==> src/rtl/mem_arb_pkg.sv <==
// mem_arb_pkg: shared types for the block-memory read-port arbiter.
// Used by mem_rd_arbiter and its return-tag pipeline.
package mem_arb_pkg;

  localparam int LEN_W = 8;

  typedef enum logic {
    IDLE  = 1'b0,
    BURST = 1'b1
  } state_t;

  typedef logic req_id_t;

  typedef struct packed {
    logic    valid;
    req_id_t id;
    logic    last;
  } ret_ent_t;

  function automatic logic [LEN_W-1:0] clamp_len(
    input logic [LEN_W-1:0] len,
    input logic [LEN_W-1:0] max_len
  );
    return (len > max_len) ? max_len : len;
  endfunction

endpackage

==> src/rtl/mem_rd_arbiter_if.sv <==
// mem_rd_arbiter_if: read port of the shared dual-port block memory.
// master = arbiter side, slave = memory side.
interface mem_rd_arbiter_if #(
  parameter int G_ADDRWIDTH = 10,
  parameter int G_DATAWIDTH = 32
);

  logic                   mem_enb;
  logic [G_ADDRWIDTH-1:0] mem_addrb;
  logic [G_DATAWIDTH-1:0] mem_doutb;

  modport master (
    output mem_enb,
    output mem_addrb,
    input  mem_doutb
  );

  modport slave (
    input  mem_enb,
    input  mem_addrb,
    output mem_doutb
  );

endinterface

==> src/rtl/mem_rd_retpipe.sv <==
// mem_rd_retpipe: G_RDLATENCY-deep shift of {valid, id, last} tags
// that tracks read beats until their data leaves the memory.
module mem_rd_retpipe
  import mem_arb_pkg::*;
#(
  parameter int G_RDLATENCY = 1
) (
  input  logic     clk,
  input  logic     rst,
  input  ret_ent_t din,
  output ret_ent_t dout,
  output logic     any_valid
);

  ret_ent_t pipe [G_RDLATENCY];

  always_ff @(posedge clk or posedge rst) begin
    if (rst) begin
      for (int i = 0; i < G_RDLATENCY; i++) begin
        pipe[i] <= '0;
      end
    end else begin
      pipe[0] <= din;
      for (int i = 1; i < G_RDLATENCY; i++) begin
        pipe[i] <= pipe[i-1];
      end
    end
  end

  assign dout = pipe[G_RDLATENCY-1];

  always_comb begin
    any_valid = 1'b0;
    for (int i = 0; i < G_RDLATENCY; i++) begin
      any_valid = any_valid | pipe[i].valid;
    end
  end

endmodule

==> src/rtl/mem_rd_arbiter.sv <==
// mem_rd_arbiter: two-requester read arbiter + burst sequencer.
// Define MEM_RD_ARB_FIXED_PRIO_EN for fixed priority (requester 0 wins).
module mem_rd_arbiter
  import mem_arb_pkg::*;
#(
  parameter int G_ADDRWIDTH = 10,
  parameter int G_DATAWIDTH = 32,
  parameter int G_MAXBURST  = 32,
  parameter int G_RDLATENCY = 1
) (
  input  logic                   s_aclk,
  input  logic                   s_areset,
  input  logic                   req0,
  input  logic                   req1,
  input  logic [G_ADDRWIDTH-1:0] addr0,
  input  logic [G_ADDRWIDTH-1:0] addr1,
  input  logic [LEN_W-1:0]       len0,
  input  logic [LEN_W-1:0]       len1,
  input  logic                   stall0,
  input  logic                   stall1,
  output logic                   gnt0,
  output logic                   gnt1,
  output logic                   rvalid0,
  output logic                   rvalid1,
  output logic                   rlast0,
  output logic                   rlast1,
  output logic [G_DATAWIDTH-1:0] rdata,
  output logic                   busy,
  mem_rd_arbiter_if.master       mem
);

  localparam logic [LEN_W-1:0] MAX_LEN =
    LEN_W'(G_MAXBURST - 1);

  state_t                 state;
  req_id_t                own;
  req_id_t                win;
  logic [G_ADDRWIDTH-1:0] addr_q;
  logic [LEN_W-1:0]       len_q;
  logic [LEN_W-1:0]       cnt_q;
  logic                   stall_own;
  logic                   issue;
  logic                   beat_last;
  logic                   any_req;
  ret_ent_t               ret_in;
  ret_ent_t               ret_out;
  logic                   ret_busy;

  assign any_req = req0 | req1;

`ifdef MEM_RD_ARB_FIXED_PRIO_EN
  assign win = req0 ? 1'b0 : 1'b1;
`else
  req_id_t ptr;

  always_comb begin
    win = 1'b0;
    unique case (1'b1)
      req0 && req1:  win = ptr;
      !req0 && req1: win = 1'b1;
      default:       win = 1'b0;
    endcase
  end

  // Pointer favours whoever did not win last.
  always_ff @(posedge s_aclk or posedge s_areset) begin
    if (s_areset) begin
      ptr <= 1'b0;
    end else if (state == IDLE && any_req) begin
      ptr <= !win;
    end
  end
`endif

  assign stall_own = own ? stall1 : stall0;
  assign issue     = (state == BURST) && !stall_own;
  assign beat_last = (cnt_q == len_q);

  always_ff @(posedge s_aclk or posedge s_areset) begin
    if (s_areset) begin
      state  <= IDLE;
      own    <= 1'b0;
      addr_q <= '0;
      len_q  <= '0;
      cnt_q  <= '0;
      gnt0   <= 1'b0;
      gnt1   <= 1'b0;
    end else begin
      gnt0 <= 1'b0;
      gnt1 <= 1'b0;
      unique case (state)
        IDLE: begin
          if (any_req) begin
            state  <= BURST;
            own    <= win;
            addr_q <= win ? addr1 : addr0;
            len_q  <= clamp_len(win ? len1 : len0,
                                MAX_LEN);
            cnt_q  <= '0;
            gnt0   <= !win;
            gnt1   <= win;
          end
        end
        BURST: begin
          if (issue) begin
            addr_q <= addr_q + G_ADDRWIDTH'(1);
            cnt_q  <= cnt_q + LEN_W'(1);
            if (beat_last) begin
              state <= IDLE;
            end
          end
        end
        default: state <= IDLE;
      endcase
    end
  end

  assign ret_in = '{valid: issue,
                    id:    own,
                    last:  beat_last};

  mem_rd_retpipe #(
    .G_RDLATENCY(G_RDLATENCY)
  ) u_retpipe (
    .clk      (s_aclk),
    .rst      (s_areset),
    .din      (ret_in),
    .dout     (ret_out),
    .any_valid(ret_busy)
  );

  assign rvalid0 = ret_out.valid && !ret_out.id;
  assign rvalid1 = ret_out.valid && ret_out.id;
  assign rlast0  = rvalid0 && ret_out.last;
  assign rlast1  = rvalid1 && ret_out.last;
  assign rdata   = mem.mem_doutb;
  assign busy    = (state != IDLE) || ret_busy;

  assign mem.mem_enb   = issue;
  assign mem.mem_addrb = addr_q;

endmodule

==> src/flat_wrapper.sv <==
// flat-port wrapper written by rule: the top's interface ports become plain ports
module mem_rd_arbiter_flat import mem_arb_pkg::*;
#(
  parameter int G_ADDRWIDTH = 10,
  parameter int G_DATAWIDTH = 32,
  parameter int G_MAXBURST  = 32,
  parameter int G_RDLATENCY = 1
)
  (s_aclk, s_areset, req0, req1, addr0, addr1, len0, len1, stall0, stall1, gnt0, gnt1, rvalid0, rvalid1, rlast0, rlast1, rdata, busy, mem_mem_enb, mem_mem_addrb, mem_mem_doutb);
  mem_rd_arbiter_if #(.G_ADDRWIDTH(G_ADDRWIDTH), .G_DATAWIDTH(G_DATAWIDTH)) mem_i ();
  input  logic s_aclk;
  input  logic s_areset;
  input  logic req0;
  input  logic req1;
  input  logic [G_ADDRWIDTH-1:0] addr0;
  input  logic [G_ADDRWIDTH-1:0] addr1;
  input  logic [LEN_W-1:0] len0;
  input  logic [LEN_W-1:0] len1;
  input  logic stall0;
  input  logic stall1;
  output logic gnt0;
  output logic gnt1;
  output logic rvalid0;
  output logic rvalid1;
  output logic rlast0;
  output logic rlast1;
  output logic [G_DATAWIDTH-1:0] rdata;
  output logic busy;
  output wire logic [$bits(mem_i.mem_enb)-1:0] mem_mem_enb;
  output wire logic [$bits(mem_i.mem_addrb)-1:0] mem_mem_addrb;
  input wire logic [$bits(mem_i.mem_doutb)-1:0] mem_mem_doutb;
  assign mem_mem_enb = mem_i.mem_enb;
  assign mem_mem_addrb = mem_i.mem_addrb;
  assign mem_i.mem_doutb = mem_mem_doutb;
  mem_rd_arbiter #(.G_ADDRWIDTH(G_ADDRWIDTH), .G_DATAWIDTH(G_DATAWIDTH), .G_MAXBURST(G_MAXBURST), .G_RDLATENCY(G_RDLATENCY)) u_core (.s_aclk(s_aclk), .s_areset(s_areset), .req0(req0), .req1(req1), .addr0(addr0), .addr1(addr1), .len0(len0), .len1(len1), .stall0(stall0), .stall1(stall1), .gnt0(gnt0), .gnt1(gnt1), .rvalid0(rvalid0), .rvalid1(rvalid1), .rlast0(rlast0), .rlast1(rlast1), .rdata(rdata), .busy(busy), .mem(mem_i));
endmodule
==> config.mk <==
export PLATFORM = sky130hd
export DESIGN_NAME = mem_rd_arbiter_flat
export DESIGN_NICKNAME = d
export VERILOG_FILES = /design/src/rtl/mem_arb_pkg.sv /design/src/rtl/mem_rd_arbiter_if.sv /design/src/rtl/mem_rd_retpipe.sv /design/src/rtl/mem_rd_arbiter.sv /design/src/flat_wrapper.sv
export SDC_FILE = /design/constraint.sdc
export NUM_CORES = 1
export LEC_CHECK = 0
export ABC_AREA = 1
export BUFFER_PORTS_ARGS = -buffer_cell sky130_fd_sc_hd__clkbuf_2
export CELL_PAD_IN_SITES_DETAIL_PLACEMENT = 1
export CELL_PAD_IN_SITES_GLOBAL_PLACEMENT = 1
export CORE_ASPECT_RATIO = 0.9
export CORE_MARGIN = 8
export CORE_UTILIZATION = 27
export DETAILED_ROUTE_END_ITERATION = 7
export PLACE_DENSITY_LB_ADDON = 0.1
export RECOVER_POWER = 50
export SLEW_MARGIN = 40
export SYNTH_ARGS = -nofsm -noshare
export SYNTH_HDL_FRONTEND = slang
export SYNTH_HIERARCHICAL = 1
export SYNTH_SLANG_ARGS = --single-unit
==> constraint.sdc <==
create_clock -name s_aclk -period 1.3 [get_ports s_aclk]
set_clock_uncertainty 0.15 [all_clocks]
set_input_delay 0.13 -clock s_aclk [delete_from_list [all_inputs] [get_ports s_aclk]]
set_output_delay 0.13 -clock s_aclk [all_outputs]
set_load 0.02 [all_outputs]
# Word level (Yosys, flattened, before mapping)
# Cells that the tools add are included.
# totals
reg_bits	34
out_inout_bits	50
input_bits	74
word_cells	53
# classes
n_eq_ne	3
order_cmp	1
n_addsub	2
mux	19
reduce_logical	15
bitwise	2
# ops
op	n
two-way mux 8 bit	4
two-way mux 10 bit	3
one-hot mux 10 bit (2 select lines)	1
one-hot mux 8 bit (2 select lines)	1
adder 10 x 1 -> 10 bit, second input constant	1
adder 8 x 1 -> 8 bit, second input constant	1
equality test 8 bit	1
> comparator 8 x 5 -> 1 bit, second input constant	1
logical AND 1 bit	8
two-way mux 1 bit	8
zero test 1 bit	4
one-hot mux 1 bit (2 select lines)	2
AND reduction 2 bit	2
inequality test 2 x 1 -> 1 bit, second input constant	1
inequality test 2 bit, second input constant	1
logical OR 1 bit	1
NOT 1 bit	1
OR 1 bit	1

# Logic depth before layout (Yosys ltp)
# Gate-level depths: netlist of the first run.
# logic_depth
ltp_word	6
mapped_depth	9
ltp_nobuf	9

# Modules after synthesis
# Netlist of the first run, hierarchy kept.
# modules_own_cells
mod	cells_per_inst	n_inst	area_each_um2
mem_rd_arbiter	332	1	2252.2
mem_rd_retpipe	5	1	86.3

# Worst setup path after synthesis of the first run
# Ideal clock, no wire load.
# synth_timing
path_kind	register to register
from	register u_core.addr_q[1], in the netlist u_core/mem.mem_addrb[1]
to	register u_core.addr_q[8], in the netlist u_core/mem.mem_addrb[8]
required_time_ns	1.073
arrival_ns	1.230
stages_incl_launch_ff	8
setup_ns	0.077
synth_period_minus_slack_ns	1.457
setup_slack_ns	-0.157
cell_sequence	dfrtp_1 > ha_1 > nand2_1 > nor2_1 > nand3b_1 > nand2_1 > nand2_1 > a21oi_1
# synth_between
elab_chain_cells	3
# synth_rtl
item	line_no	source
start, declared	mem_rd_arbiter.sv:38	logic [G_ADDRWIDTH-1:0] addr_q;
start signal, assigned	mem_rd_arbiter.sv:96	addr_q <= win ? addr1 : addr0;
start signal, assigned	mem_rd_arbiter.sv:106	addr_q <= addr_q + G_ADDRWIDTH'(1);
adder 10 x 1 -> 10 bit	mem_rd_arbiter.sv:106	
two-way mux 10 bit	mem_rd_arbiter.sv:105	if (issue) begin
one-hot mux 10 bit (2 select lines)	mem_rd_arbiter.sv:91	unique case (state)
# Every way passes these cells. The select of a mux whose other input is x is not followed.
# A chain may end at the register's enable or synchronous reset.

# Final worst setup path of the first run
# layout_timing
from	register u_core.state
to	output port busy
# layout_between
elab_chain_cells	1
# layout_rtl
item	line_no	source
start, declared	mem_rd_arbiter.sv:35	state_t state;
start signal, assigned	mem_rd_arbiter.sv:81	state <= IDLE;
start signal, assigned	mem_rd_arbiter.sv:94	state <= BURST;
start signal, assigned	mem_rd_arbiter.sv:109	state <= IDLE;
logical OR 1 bit	mem_rd_arbiter.sv:137	assign busy = (state != IDLE) || ret_busy;
end, declared	flat_wrapper.sv:28	output logic busy;
# Every way passes these cells.

==> tab_implementation.tex, run 1 <==
\begin{tabular}{lr}
\hline
Metric & Value \\
\hline
\multicolumn{2}{l}{\textbf{Clock network}} \\
Clock tree from TritonCTS & built \\
CTS sink cnt & 34 \\
Clock H-tree levels & 2 \\
Inserted Clock Buffers & 5 \\
Max Root-Sink Buffers & 2 \\
CTS root buf & sky130\_fd\_sc\_hd\_\_clkbuf\_8 \\
Insertion delay to the later sink of the worst-skew pair & 290 ps \\
Clock slew at reported path FFs & 80 ps \\
\multicolumn{2}{l}{\textbf{Floorplanning}} \\
Initial Util & 27.6\% \\
Area of the core & 0.00849 mm² \\
Die Height & 104 µm \\
Die span in x & 114 µm \\
Top-Level Pins & 124 \\
Die ar. & 0.0119 mm² \\
Standard-cell row count & 32 \\
\multicolumn{2}{l}{\textbf{Run status}} \\
Failing checks & setup timing \\
Result of the run & finished with violations \\
\multicolumn{2}{l}{\textbf{Synth}} \\
Register bit total from synthesis & 34 \\
Instance count of the mapped netlist & 337 \\
Sequential fraction of the synthesis area & 36.4\% \\
Avg Cell Area, Syn & 6.94 µm² \\
Synthesized cell area & 0.00234 mm² \\
Net Count, Synth & 413 \\
Synth unique cells & 26 \\
Synth warnings & 6 \\
\multicolumn{2}{l}{\textbf{Detailed routing}} \\
DRC violation count after routing & 0 \\
Number of routed nets with antenna violations & 0 \\
Iteration count of the initial detailed-routing pass & 4 \\
Iter 0 DRT Violations & 53 \\
Per-cell routed wire length & 13.6 µm \\
Routed via count & 2,321 \\
Via-to-Cell Ratio & 4.24 \\
Total Wirelength & 7.44 mm \\
\multicolumn{2}{l}{\textbf{Cells and area}} \\
Number of inserted diodes & 0 \\
Relative area change from synthesis to final layout & 50.0\% \\
Net count of the finished layout & 503 \\
Ratio of cells with drive above 1 in the final layout & 43.7\% \\
Finished layout cell area & 0.00351 mm² \\
Commonest cells after routing, fill and taps aside & sky130\_fd\_sc\_hd\_\_nand2\_1, sky130\_fd\_sc\_hd\_\_clkbuf\_2, sky130\_fd\_sc\_hd\_\_nor2\_1 \\
Most common library cell in the layout ignoring fill and taps & sky130\_fd\_sc\_hd\_\_nand2\_1 \\
\multicolumn{2}{l}{\textbf{Timing}} \\
Final setup slack of the worst path & -193 ps \\
Max-slew headroom & 68.3\% \\
Number of max-slew violations in the final report & 0 \\
Fin crit period & 1490 ps \\
Final Hold Viols & 0 \\
Slew at the pin closest to its max-slew limit & 475 ps \\
Total setup violations reported at the end of the flow & 29 \\
RSZ-0062 raised after global routing & yes \\
Worst-case hold slack & 14.9 ps \\
Fraction of the cycle the final worst path needs & 115\% \\
Highest attainable clock frequency & 670 MHz \\
\multicolumn{2}{l}{\textbf{Placement}} \\
Detailed placer's ending HPWL & 5.59 mm \\
Final weighted congestion of routability-driven global placement & 0.719 \\
Instance area at placement & 0.00283 mm² \\
Count of buffers inserted at the top-level ports & 59 \\
\multicolumn{2}{l}{\textbf{Critical path}} \\
Biggest fanout along the worst timing path & 3 \\
CP endpoint kind & output pin \\
WP data required & 1020 ps \\
R2R cell count & 7 \\
Data arrival time of the worst path & 1210 ps \\
Sort of element at the start of the critical path & flip-flop \\
Path type of the worst setup path & reg -> out \\
\multicolumn{2}{l}{\textbf{Pwr}} \\
Internal power component & 2.88 mW \\
Switching share of power & 37.7\% \\
Switching power total & 1.74 mW \\
Part of the power in combinational logic & 45.2\% \\
Peak supply drop & 0.451 mV \\
Sequential power share & 33.0\% \\
Reported leakage power & 1.78 nW \\
Power share of the clock group & 21.8\% \\
Power per Cell Area & 1320 mW/mm² \\
\multicolumn{2}{l}{\textbf{Global routing}} \\
Total routing usage reported by global routing & 12.5\% \\
Global-route track usage on met2 & 18.7\% \\
Via count of the first global-routing pass & 2,507 \\
Met3 demand-to-capacity share in global routing & 3.08\% \\
Most used routing layer in global routing & met2 \\
Largest net degree at the start of global routing & 32 \\
First-pass GRT wire length & 12.1 mm \\
Antenna violations before repair & 0 \\
Global routing met1 resource utilization & 16.9\% \\
Total congestion overflow & 0 \\
\multicolumn{2}{l}{\textbf{Hold path}} \\
Hold crit path type & in -> reg \\
Number of stages on the worst hold path & 5 \\
\multicolumn{2}{l}{\textbf{Run}} \\
Number of maximum-capacitance violations & 0 \\
\hline
\end{tabular}
-- layer usage --
layer	wire length [µm]	part of all wire, %
met4	85	1.1
met2	3270	44
met3	340	4.6
met5	0	0
met1	3730	50
-- synth_stat cells, drive strengths merged --
cell | n | area [µm²]
o211ai | 1 | 12.5
inv | 41 | 156
nand3 | 20 | 100
xnor2 | 6 | 52.6
o21bai | 3 | 22.5
ha | 2 | 25.0
nor3 | 3 | 15.0
nand2 | 88 | 345
or2 | 1 | 6.26
and2 | 1 | 6.26
xor2 | 1 | 8.76
buf | 41 | 312
nand3b | 2 | 15.0
nand4 | 9 | 56.3
o21ai | 18 | 93.8
dfrtp | 34 | 851
a21oi | 10 | 50.1
nor2 | 56 | 210
-- cells by family after synthesis --
| kind of cell | count (synthesis) | share of synthesized area [%] |
|---|---|---|
| AND/OR/NAND/NOR | 180 | 32.3 |
| buffers and inverters | 82 | 20.0 |
| flip-flops | 34 | 36.4 |
| AO/OA/AOI/OAI | 32 | 7.65 |
| XOR/XNOR | 7 | 2.62 |
| adder cells (fa/ha/maj) | 2 | 1.07 |
-- cell type report --
class | instances | area (µm²)
Fill cell | 1083 | 4980
Multi-Input combinational cell | 222 | 1250
Timing Repair Buffer | 123 | 956
Sequential cell | 34 | 863
Inverter | 41 | 171
Tap cell | 119 | 149
Clock buffer | 5 | 68.8
Clock inverter | 3 | 45.0
-- final timing paths --
kind,start,to,slack [ps]
max in group asynchronous,s_areset,u_core/mem.mem_addrb[7],250
min in group asynchronous,s_areset,u_core/u_retpipe/any_valid,90
worst min register to register,u_core/own,u_core/u_retpipe/dout[1],300
worst max-delay path,u_core/state,busy,-190
worst min-delay path,len1[2],u_core/len_q[2],10
worst max register to register,u_core/state,u_core/mem.mem_addrb[1],-170
-- critical path, cell delays in order (launching register included) --
cell and delay, ps:
sky130_fd_sc_hd__dfrtp_2 440, sky130_fd_sc_hd__buf_6 130, sky130_fd_sc_hd__or2_4 230, sky130_fd_sc_hd__buf_8 130
-- stage by stage --
step / cells / setup WS [ps] / utilization (%) / total power [mW] / setup TNS (ps)
6_report: 547 / -193 / 41.3 / 4.63 / -2620
5_1_grt: 547 / -231 / 41.3 / 4.95 / -4830
4_1_cts: 535 / -216 / 37.9 / 4.40 / -3470
3_5_place_dp: 513 / -122 / 33.3 / 3.14 / -1540
3_3_place_gp: 513 / -133 / 33.3 / 3.11 / -968
2_1_floorplan: 337 / -10.8 / - / 2.51 / -16.2
-- sequential cells by signal, summed over array words and instances (netlist names) --
name and flops:
u_core/cnt_q 8, u_core/gnt0 1, u_core/gnt1 1, u_core/len_q 8, u_core/mem.mem_addrb 10, u_core/own 1
u_core/ptr 1, u_core/state 1, u_core/u_retpipe/any_valid 1, u_core/u_retpipe/dout 2
-- power by group through the flow --
stage	combinational, mW	sequential, mW	clock, mW
detailed placement	1.61	1.53	0
finish	2.09	1.53	1.01
global route	2.29	1.57	1.09
floorplan	0.877	1.63	0
global placement	1.58	1.53	0
CTS	1.84	1.52	1.05
-- timing repair --
item	in CTS	in global routing
gates cloned	0	1
endpoints found under the hold margin	39	0
hold buffers	10	0
setup endpoints to repair	34	40
pin swaps	5	23
gates resized for setup	42	73
setup buffers	4	12
Note: power is estimated with default switching activity, not from simulation.
==> run 2, diff against run 1 <==
- ABC_AREA: 1 -> default
- CORE_UTILIZATION: 27 -> 28
==> tab_implementation.tex, run 2 <==
\begin{tabular}{lr}
\hline
Metric & Value \\
\hline
\multicolumn{2}{l}{\textbf{Run status}} \\
Result of the run & finished with violations \\
Failing checks & setup timing \\
\multicolumn{2}{l}{\textbf{Global routing}} \\
Antenna violations before repair & 0 (unchanged) \\
Total routing usage reported by global routing & 14.0\% (+1.5 points) \\
Largest net degree at the start of global routing & 32 (unchanged) \\
Via count of the first global-routing pass & 2,270 (-9.5\%) \\
First-pass GRT wire length & 11.6 mm (-3.4\%) \\
Total congestion overflow & 0 (unchanged) \\
\multicolumn{2}{l}{\textbf{Clock network}} \\
Clock slew at reported path FFs & 80 ps (about the same) \\
Max Root-Sink Buffers & 2 (unchanged) \\
Insertion delay to the later sink of the worst-skew pair & 290 ps (about the same) \\
Inserted Clock Buffers & 5 (unchanged) \\
CTS root buf & sky130\_fd\_sc\_hd\_\_clkbuf\_8 \\
CTS sink cnt & 34 (unchanged) \\
Clock H-tree levels & 2 (unchanged) \\
Clock tree from TritonCTS & built \\
\multicolumn{2}{l}{\textbf{Detailed routing}} \\
Routed via count & 1,999 (-14\%) \\
Number of routed nets with antenna violations & 0 (unchanged) \\
Total Wirelength & 7.35 mm (-1.1\%) \\
Iteration count of the initial detailed-routing pass & 4 (unchanged) \\
Iter 0 DRT Violations & 44 (-17\%) \\
Per-cell routed wire length & 17.3 µm (+27\%) \\
Via-to-Cell Ratio & 4.70 (+11\%) \\
DRC violation count after routing & 0 (unchanged) \\
\multicolumn{2}{l}{\textbf{Run}} \\
Number of maximum-capacitance violations & 0 (unchanged) \\
\multicolumn{2}{l}{\textbf{Synth}} \\
Synthesized cell area & 0.00209 mm² (-11\%) \\
Synth top cells by count & sky130\_fd\_sc\_hd\_\_buf\_4, sky130\_fd\_sc\_hd\_\_dfrtp\_1, sky130\_fd\_sc\_hd\_\_nand2\_1 \\
Net Count, Synth & 300 (-27\%) \\
Register bit total from synthesis & 34 (unchanged) \\
Sequential fraction of the synthesis area & 40.7\% (+4.3 points) \\
Share of the synthesized area in the top cell type & 40.7\% (+4.3 points) \\
Post-synth top area cell & sky130\_fd\_sc\_hd\_\_dfrtp\_1 \\
Commonest register cell after synthesis & sky130\_fd\_sc\_hd\_\_dfrtp\_1 \\
Avg Cell Area, Syn & 9.33 µm² (+35\%) \\
Synth unique cells & 44 (+69\%) \\
Proportion of synthesized flip-flops having asynchronous set or reset & 100\% (unchanged) \\
EDFF count, synth & 0 (unchanged) \\
Instance count of the mapped netlist & 224 (-34\%) \\
Cells taking the most area after synthesis & sky130\_fd\_sc\_hd\_\_dfrtp\_1, sky130\_fd\_sc\_hd\_\_buf\_4, sky130\_fd\_sc\_hd\_\_nand2\_1 \\
Synth warnings & 6 (unchanged) \\
\multicolumn{2}{l}{\textbf{Critical path}} \\
CP endpoint kind & output pin \\
Sort of element at the start of the critical path & flip-flop \\
Path type of the worst setup path & reg -> out \\
Setup slack on the worst flop-to-flop path & -330 ps (-160 ps) \\
Worst r2r src & u\_core/ptr \\
WP data required & 1020 ps (about the same) \\
Capturing point of the worst reg2reg path & u\_core/len\_q[4] \\
R2R cell count & 5 (-2) \\
Biggest fanout along the worst timing path & 3 (unchanged) \\
Data arrival time of the worst path & 1360 ps (+150 ps) \\
\multicolumn{2}{l}{\textbf{Cells and area}} \\
Fillcell total & 855 (-21\%) \\
Number of flip-flops in the largest register & 10 (unchanged) \\
Relative area change from synthesis to final layout & 58.4\% \\
Ratio of cells with drive above 1 in the final layout & 55.9\% (+12 points) \\
Net count of the finished layout & 404 (-20\%) \\
Number of inserted diodes & 0 (unchanged) \\
Final Core Density & 44.8\% (+3.5 points) \\
Commonest cells after routing, fill and taps aside & sky130\_fd\_sc\_hd\_\_clkbuf\_2, sky130\_fd\_sc\_hd\_\_buf\_4, sky130\_fd\_sc\_hd\_\_dfrtp\_1 \\
\multicolumn{2}{l}{\textbf{Timing}} \\
RSZ-0062 raised after global routing & yes \\
Highest attainable clock frequency & 610 MHz (-9.0\%) \\
Fraction of the cycle the final worst path needs & 126\% (+11 points) \\
Fin crit period & 1640 ps (+147 ps) \\
Slew at the pin closest to its max-slew limit & 483 ps (+7.39 ps) \\
Final setup slack of the worst path & -340 ps (-147 ps) \\
Max-slew headroom & 67.8\% (-0.49 points) \\
Total setup violations reported at the end of the flow & 34 (+17\%) \\
Final Hold Viols & 0 (unchanged) \\
Number of max-slew violations in the final report & 0 (unchanged) \\
\multicolumn{2}{l}{\textbf{Pwr}} \\
Reported leakage power & 1.53 nW (-14\%) \\
Sequential power share & 29.3\% (-3.7 points) \\
Part of the power in combinational logic & 56.8\% (+12 points) \\
Switching share of power & 38.1\% (+0.41 points) \\
Power per Cell Area & 1850 mW/mm² (+40\%) \\
Peak supply drop & 1.12 mV (+150\%) \\
Switching power total & 2.34 mW (+34\%) \\
Power share of the clock group & 13.9\% (-7.9 points) \\
Internal power component & 3.80 mW (+32\%) \\
\multicolumn{2}{l}{\textbf{Hold path}} \\
Hold crit path type & in -> reg \\
Origin of the worst min-delay path & addr1[5] \\
Number of stages on the worst hold path & 3 (-2) \\
Hold EP & u\_core/mem.mem\_addrb[5] \\
\multicolumn{2}{l}{\textbf{Placement}} \\
Final weighted congestion of routability-driven global placement & 0.779 (+8.4\%) \\
Detailed placer's ending HPWL & 5.06 mm (-9.4\%) \\
Count of buffers inserted at the top-level ports & 59 (unchanged) \\
Worst slack at placement & -417 ps (-295 ps) \\
\multicolumn{2}{l}{\textbf{Floorplanning}} \\
Area of the core & 0.00739 mm² (-13\%) \\
Die ar. & 0.0105 mm² (-12\%) \\
Top-Level Pins & 124 (unchanged) \\
Standard-cell row count & 30 (-6.3\%) \\
Die Height & 98.0 µm (-6.1\%) \\
Die span in x & 107 µm (-6.1\%) \\
Initial Util & 28.3\% (+0.72 points) \\
\hline
\end{tabular}
==> run 2: changes by cell type after synthesis, moves of 4 or more <==
cell / before / now
sky130_fd_sc_hd__nand2_1: 86 / 28
sky130_fd_sc_hd__inv_1: 38 / 3
sky130_fd_sc_hd__nor2_1: 56 / 21
sky130_fd_sc_hd__nand3_1: 20 / 5
sky130_fd_sc_hd__mux2i_1: 0 / 8
sky130_fd_sc_hd__o21ai_1: 8 / 0
sky130_fd_sc_hd__a31oi_1: 0 / 5
sky130_fd_sc_hd__o22ai_1: 0 / 4
sky130_fd_sc_hd__xnor2_1: 6 / 10
==> run 2: metrics by stage <==
stage	cell area [µm²]	setup TNS, ps	power, mW	cells	hold slack [ps]
6_report	3310	-6930	6.13	425	2.16
5_1_grt	3310	-9180	6.57	425	36.5
4_1_cts	3170	-7260	5.86	418	0.197
3_5_place_dp	2640	-8180	4.37	387	-143
3_3_place_gp	2640	-7140	4.34	387	-148
2_1_floorplan	2150	-3970	3.18	224	-266
==> run 2: area by class of cell <==
| cell class | count | area [µm²] | share of cell area, % |
|---|---|---|---|
| clock buffers | 6 | 82.6 | 2.49 |
| clock inverters | 2 | 12.5 | 0.378 |
| inverters | 5 | 23.8 | 0.718 |
| multi-input cells | 149 | 1160 | 35.0 |
| flip-flops and latches | 34 | 862 | 26.0 |
| well taps | 96 | 120 | 3.63 |
| repair buffers | 133 | 1050 | 31.8 |
==> run 2: how the worst max path moves through the flow <==
stage / from / endpoint / slack (ps)
detailed placement: u_core/ptr / u_core/len_q[3] / -420
floorplan: u_core/own / u_core/mem.mem_addrb[1] / -230
CTS: u_core/ptr / u_core/len_q[3] / -360
global route: u_core/own / mem_mem_enb / -400
finish: u_core/own / mem_mem_enb / -340
global placement: u_core/ptr / u_core/mem.mem_addrb[8] / -390
==> run 2: what timing repair did <==
action                                  in CTS  in global routing
hold buffers                                11                  0
endpoints found under the setup margin      41                 44
pin swaps                                   19                 11
gates cloned                                 2                  1
resized for setup                           55                 39
buffers inserted                            11                  8
hold endpoints to repair                    39                  0
==> run 2: power by group through the flow <==
stage	Clock, mW	Combinational [mW]	Sequential (mW)
floorplan	0	1.25	1.93
global placement	0	2.60	1.74
detailed placement	0	2.63	1.74
CTS	0.887	3.21	1.77
global route	0.944	3.78	1.84
finish	0.854	3.49	1.79
==> run 2: worst max-delay path: stages (launching register included) <==
cell and delay, ps:
sky130_fd_sc_hd__dfrtp_1 420, sky130_fd_sc_hd__mux2i_4 290, sky130_fd_sc_hd__nand2_4 90, sky130_fd_sc_hd__clkinv_4 70
sky130_fd_sc_hd__buf_4 100, sky130_fd_sc_hd__buf_8 100
==> run 2: cell families (layout without fill, tap and decap cells) <==
kind of cell | count (synthesis) | in the layout | share of synthesized area (%)
simple gates | 80 | 81 | 18.5
buf+inv | 44 | 146 | 14.8
compound gates | 39 | 41 | 13.5
flops | 34 | 34 | 40.7
xor+xnor | 14 | 14 | 5.86
mux | 11 | 11 | 5.45
fa+ha+maj | 2 | 2 | 1.20
==> run 2: per-layer routing <==
metal	GRT usage (%)	wire length, µm	vias to the layer above
met3	3.36	364	20
met4	5.51	134	0
met2	23.7	3730	52
met5	0	0	-
met1	16.5	3120	977
li1	-	-	950
